===== config.mk =====
export PLATFORM = sky130hd
export DESIGN_NAME = time_entry_loader
export DESIGN_NICKNAME = d
export VERILOG_FILES = /design/src/rtl/time_entry_loader.sv
export SDC_FILE = /design/constraint.sdc
export NUM_CORES = 1
export LEC_CHECK = 0
export ABC_AREA = 1
export CAP_MARGIN = 20
export CORE_MARGIN = 10
export CORE_UTILIZATION = 40
export CTS_BUF_LIST = sky130_fd_sc_hd__clkbuf_8
export DETAILED_ROUTE_END_ITERATION = 16
export GPL_ROUTABILITY_DRIVEN = 0
export PLACE_DENSITY = 0.65
export RECOVER_POWER = 100
export SLEW_MARGIN = 10
export SYNTH_ARGS = -nofsm -noshare
export SYNTH_HDL_FRONTEND = slang
export SYNTH_SLANG_ARGS = --single-unit

===== constraint.sdc =====
create_clock -name clock -period 2.3 [get_ports clock]
set_input_delay 0.345 -clock clock [delete_from_list [all_inputs] [get_ports clock]]
set_output_delay 0.345 -clock clock [all_outputs]
set_load 0.03 [all_outputs]

===== src/rtl/time_entry_loader.sv =====
// Keypad-side MM:SS entry buffer and one-shot parallel loader for the timer counter chain.
// Optional ENTRY_CLAMP_EN: START with seconds tens > 5 clamps to x5:9 and loads instead of rejecting.
module time_entry_loader #(
  parameter logic [3:0] KEY_CANCEL = 4'hA,
  parameter logic [3:0] KEY_START  = 4'hB
) (
  input  logic       clock,
  input  logic       clear,
  input  logic       key_valid,
  input  logic [3:0] key_code,
  input  logic       timer_busy,
  output logic [3:0] min_tens,
  output logic [3:0] min_ones,
  output logic [3:0] sec_tens,
  output logic [3:0] sec_ones,
  output logic       loadn,
  output logic [2:0] entry_count,
  output logic       reject
);

  typedef enum logic [1:0] {IDLE, ENTRY, LOAD, RUN} state_t;

  state_t          state, state_n;
  logic [3:0][3:0] dig, dig_n;       // [3]=min_tens .. [0]=sec_ones
  logic [2:0]      count, count_n;
  logic            loadn_n, reject_n;
  logic            seen_busy, seen_n;

  logic is_digit, is_cancel, is_start;
  assign is_digit  = key_code <= 4'd9;
  assign is_cancel = key_code == KEY_CANCEL;
  assign is_start  = key_code == KEY_START;

  always_ff @(posedge clock or negedge clear) begin
    if (!clear) begin
      state     <= IDLE;
      dig       <= '0;
      count     <= '0;
      loadn     <= 1'b1;
      reject    <= 1'b0;
      seen_busy <= 1'b0;
    end else begin
      state     <= state_n;
      dig       <= dig_n;
      count     <= count_n;
      loadn     <= loadn_n;
      reject    <= reject_n;
      seen_busy <= seen_n;
    end
  end

  always_comb begin
    state_n  = state;
    dig_n    = dig;
    count_n  = count;
    loadn_n  = 1'b1;
    reject_n = 1'b0;
    seen_n   = seen_busy;
    if (key_valid && is_cancel) begin
      // Cancel wins over everything, including the RUN exit on the same edge.
      state_n = IDLE;
      dig_n   = '0;
      count_n = '0;
      seen_n  = 1'b0;
    end else begin
      case (state)
        IDLE, ENTRY: begin
          if (key_valid) begin
            if (is_digit) begin
              if (count < 3'd4) begin
                dig_n   = {dig[2:0], key_code};
                count_n = count + 3'd1;
                state_n = ENTRY;
              end else begin
                reject_n = 1'b1;
              end
            end else if (is_start) begin
              if (state == IDLE || timer_busy) begin
                reject_n = 1'b1;
              end else if (dig[1] <= 4'd5) begin
                state_n = LOAD;
                loadn_n = 1'b0;
              end else begin
`ifdef ENTRY_CLAMP_EN
                dig_n[1] = 4'd5;
                dig_n[0] = 4'd9;
                state_n  = LOAD;
                loadn_n  = 1'b0;
`else
                reject_n = 1'b1;
`endif
              end
            end else begin
              reject_n = 1'b1;
            end
          end
        end
        LOAD: begin
          // Digits stay put through this cycle so the counters latch a stable value.
          state_n  = RUN;
          seen_n   = 1'b0;
          reject_n = key_valid;
        end
        RUN: begin
          reject_n = key_valid;
          if (timer_busy) begin
            seen_n = 1'b1;
          end else if (seen_busy) begin
            state_n = IDLE;
            dig_n   = '0;
            count_n = '0;
            seen_n  = 1'b0;
          end
        end
        default: state_n = IDLE;
      endcase
    end
  end

  assign min_tens    = dig[3];
  assign min_ones    = dig[2];
  assign sec_tens    = dig[1];
  assign sec_ones    = dig[0];
  assign entry_count = count;

endmodule


==> summary by stage <==
Global route
The total global routing overflow is 0. The first global-routing pass estimated around 5800 um of wire. The via count of the first global-routing pass came to about 1.2k. The global routing usage summed across all routing layers is roughly 11%. The largest net degree at the start of global routing is 21. The initial antenna violation count is 0.

Setup path
Tracing the worst setup path back leads to its startpoint at key_code[2]. For the worst setup path, the data arrival time is between 2000 and 2500 ps. The startpoint type of the worst setup path is an input port. The required time reported for the critical path endpoint is about 2500 ps. In this run the worst path has a maximum fanout of 20. The cell depth of the worst flop-to-flop path is 7. STA classifies the critical path endpoint as a register. The critical path is of the in -> reg type.

The origin of the critical flop-to-flop path is state[1].

Die
The starting density of the core is roughly 40%. The row count is 21. After floorplanning, the core was sized to cover between 3000 and 4000 um^2.

In this run the vertical extent of the chip is 78.2 um. For this design the top-level I/O count stands at 29. The floorplan step defined a die boundary enclosing 6120 um^2. The die width is about 78 um.

Layout
At the end of the flow the core is filled with cells to 52.3%. The synthesis-to-finish area growth is 27.6%. The antenna cell count is 0. The net count of the finished layout is 222. Cells with a size suffix above 1 make up under 10% of the layout.

Outcome
The flow ran to the end, and the final reports show no timing, DRC or antenna violations.

Place
The total of buffers placed on input and output ports is 28. The HPWL after detailed placement is roughly 2400 um.

Timing
In this run the tightest slew margin relative to its limit is between 40% and 50%. The final critical path takes up a little over four fifths of the cycle. The final-layout setup total negative slack is 0 ps. The clock skew is approximately 8.0 ps. At the pin with the least slew margin, the transition time is between 700 and 800 ps.

The final count of hold timing violations is 0. The number of pins with negative max-slew slack in the final report is 0. The worst hold slack across all endpoints is 488 ps. Setup violations remaining at the end of the flow were counted as 0. Setup repair after global routing left no endpoint under its margin. The clock period minus final worst setup slack is between 1500 and 2000 ps. Based on the critical path, the design can be clocked at up to 0.513 GHz.

Power
The worst IR drop on VDD is 542 uV. The analysis attributes to cell leakage a power of ~0.9 nW. The total power divided by cell area is 1380 nW/um^2.

Logic synthesis
The number of storage elements in the synthesis netlist is 24. The mapped netlist covers between 1000 and 1500 um^2. Synthesis produced a netlist whose cell count is about 180. The synthesized netlist contains 25 unique library cells. Sequential elements use between 40% and 50% of the synthesized area. The post-synthesis net count is around 190. A synthesized cell averages around 7.4 um^2. Yosys printed 0 warnings.

Routing
In the final routed layout, each cell accounts on average for about 13 um. The antenna violation net count after detailed routing is 0. The ratio of routed vias to standard cells is about 4.8. The via count of the routed design is around 1.2k. The total iterations of the first detailed-routing run is 4. The post-detailed-routing wire length is 3270 um. For this block, the initial DRC count from the detailed router was about 110. In the routed design, unresolved DRC markers number 0.

Worst hold path
The min-delay analysis places its worst path in the category reg -> reg. The startpoint identified for the worst hold timing path is min_tens[3]. The count of cells along the worst hold path is 2.

Clock tree
The clock tree buffer depth is 2. After clock tree synthesis, the clock-pin slew on the worst setup and hold paths is approximately 90 ps. The number of levels in the clock H-tree is 1. The number of clock buffers added by TritonCTS is 3. The CTS sink count is 24. The later pin in the worst-skew pair is clocked with a latency of about 270 ps. The tree is rooted in a sky130_fd_sc_hd__clkbuf_8.

The cts-stage hold buffer count is 0. Buffers added to address setup during post-CTS repair amount to 0. TritonCTS built the clock tree.

The number of resized instances in the post-cts repair step is 0.

Flow run
Max-cap violations in this run came to 0.
logic make-up (layout without fill, tap and decap cells):
| kind of cell | Yosys count | after routing | synth area share (%) |
|---|---|---|---|
| fa+ha+maj | 1 | 1 | 0.922 |
| compound gates | 28 | 28 | 10.8 |
| buf+inv | 20 | 49 | 7.84 |
| flops | 24 | 24 | 44.4 |
| xor+xnor | 1 | 1 | 0.646 |
| simple gates | 109 | 109 | 35.4 |
state kept, by name (all words and copies together) (netlist names):
register and flops:
entry_count 3, min_ones 4, sec_tens 4, reject 1
loadn 1, sec_ones 4, seen_busy 1, min_tens 4
state 2
critical path, cell delays in order:
cell and delay [ps]:
sky130_fd_sc_hd__dlygate4sd3_1 600, sky130_fd_sc_hd__inv_1 150, sky130_fd_sc_hd__nand2_2 90, sky130_fd_sc_hd__nor2_4 120, sky130_fd_sc_hd__nor2_1 70, sky130_fd_sc_hd__clkinv_1 50
sky130_fd_sc_hd__nand2_2 250, sky130_fd_sc_hd__nor2_8 320, sky130_fd_sc_hd__nand2_1 80, sky130_fd_sc_hd__nand2_1 80
layout by cell type, fill, tap and decap left out, types with 2 or more instances in the layout:
| master | instances |
|---|---|
| sky130_fd_sc_hd__a21oi_1 | 3 |
| sky130_fd_sc_hd__buf_4 | 2 |
| sky130_fd_sc_hd__clkbuf_1 | 2 |
| sky130_fd_sc_hd__clkbuf_8 | 3 |
| sky130_fd_sc_hd__clkdlybuf4s50_1 | 5 |
| sky130_fd_sc_hd__dfrtp_1 | 23 |
| sky130_fd_sc_hd__dlygate4sd3_1 | 23 |
| sky130_fd_sc_hd__inv_1 | 9 |
| sky130_fd_sc_hd__inv_2 | 3 |
| sky130_fd_sc_hd__nand2_1 | 64 |
| sky130_fd_sc_hd__nand2_2 | 4 |
| sky130_fd_sc_hd__nand3_1 | 7 |
| sky130_fd_sc_hd__nor2_1 | 26 |
| sky130_fd_sc_hd__nor2_4 | 2 |
| sky130_fd_sc_hd__nor3_1 | 2 |
| sky130_fd_sc_hd__o21ai_0 | 12 |
| sky130_fd_sc_hd__o21ai_1 | 11 |
report_power, final:
part	total [mW]	leakage, nW	switching (mW)	internal [mW]
Combinational	1.30	0.554	0.852	0.444
Sequential	0.722	0.309	0.132	0.590
Clock	0.371	0.0357	0.138	0.233
Total	2.39	0.898	1.12	1.27
synth_stat cells:
master | n | area [um^2]
sky130_fd_sc_hd__or2_2 | 1 | 6.26
sky130_fd_sc_hd__inv_2 | 4 | 15.0
sky130_fd_sc_hd__o21ai_1 | 11 | 55.1
sky130_fd_sc_hd__nand2_1 | 64 | 240
sky130_fd_sc_hd__nor2_8 | 1 | 20.0
sky130_fd_sc_hd__o21ai_0 | 12 | 60.1
sky130_fd_sc_hd__a21oi_1 | 3 | 15.0
sky130_fd_sc_hd__buf_1 | 1 | 3.75
sky130_fd_sc_hd__buf_6 | 4 | 45.0
sky130_fd_sc_hd__ha_1 | 1 | 12.5
sky130_fd_sc_hd__a211oi_1 | 1 | 7.51
sky130_fd_sc_hd__xnor2_1 | 1 | 8.76
sky130_fd_sc_hd__nand2_2 | 4 | 25.0
sky130_fd_sc_hd__nand3_4 | 1 | 17.5
sky130_fd_sc_hd__nor2_1 | 26 | 97.6
sky130_fd_sc_hd__nor2_2 | 1 | 6.26
sky130_fd_sc_hd__nor2_4 | 2 | 22.5
sky130_fd_sc_hd__nor3_1 | 2 | 10.0
sky130_fd_sc_hd__dfstp_2 | 1 | 26.3
sky130_fd_sc_hd__dfrtp_1 | 23 | 576
sky130_fd_sc_hd__clkbuf_1 | 1 | 3.75
sky130_fd_sc_hd__buf_2 | 1 | 5.00
sky130_fd_sc_hd__o21ai_2 | 1 | 8.76
sky130_fd_sc_hd__inv_1 | 9 | 33.8
sky130_fd_sc_hd__nand3_1 | 7 | 35.0
worst paths after layout:
check	slack, ps	end
max in group asynchronous	710	entry_count[2]
hold reg to reg	490	min_tens[3]
setup / recovery	350	sec_ones[3]
min in group asynchronous	510	min_tens[1]
setup reg to reg	490	sec_ones[3]
hold / removal	490	min_tens[3]
metrics by stage:
stage	cells	power [mW]	area (um^2)	worst slack, ps
after global routing	258	2.60	1730	129
final	258	2.39	1730	350
after floorplan	183	1.69	1360	830
after global placement	254	2.07	1670	231
after CTS	258	2.47	1740	471
after detailed placement	254	2.09	1670	199
metal layers:
layer / vias to the layer above / wire length, um / global-route usage, %
li1: 634 / - / -
met1: 565 / 1470 / 14.2
met2: 30 / 1560 / 18.1
met3: 6 / 174 / 2.62
met4: 0 / 67 / 5.02
met5: - / 0 / 0
area by class of cell:
class	count	area [um^2]
Tap cell	46	57.6
Clock buffer	3	41.3
Clock inverter	1	30.0
Fill cell	338	1580
Inverter	13	48.8
Timing Repair Buffer	32	303
Multi-Input combinational cell	139	648
Sequential cell	24	602
No activity file was read; power rests on OpenSTA's default activity.
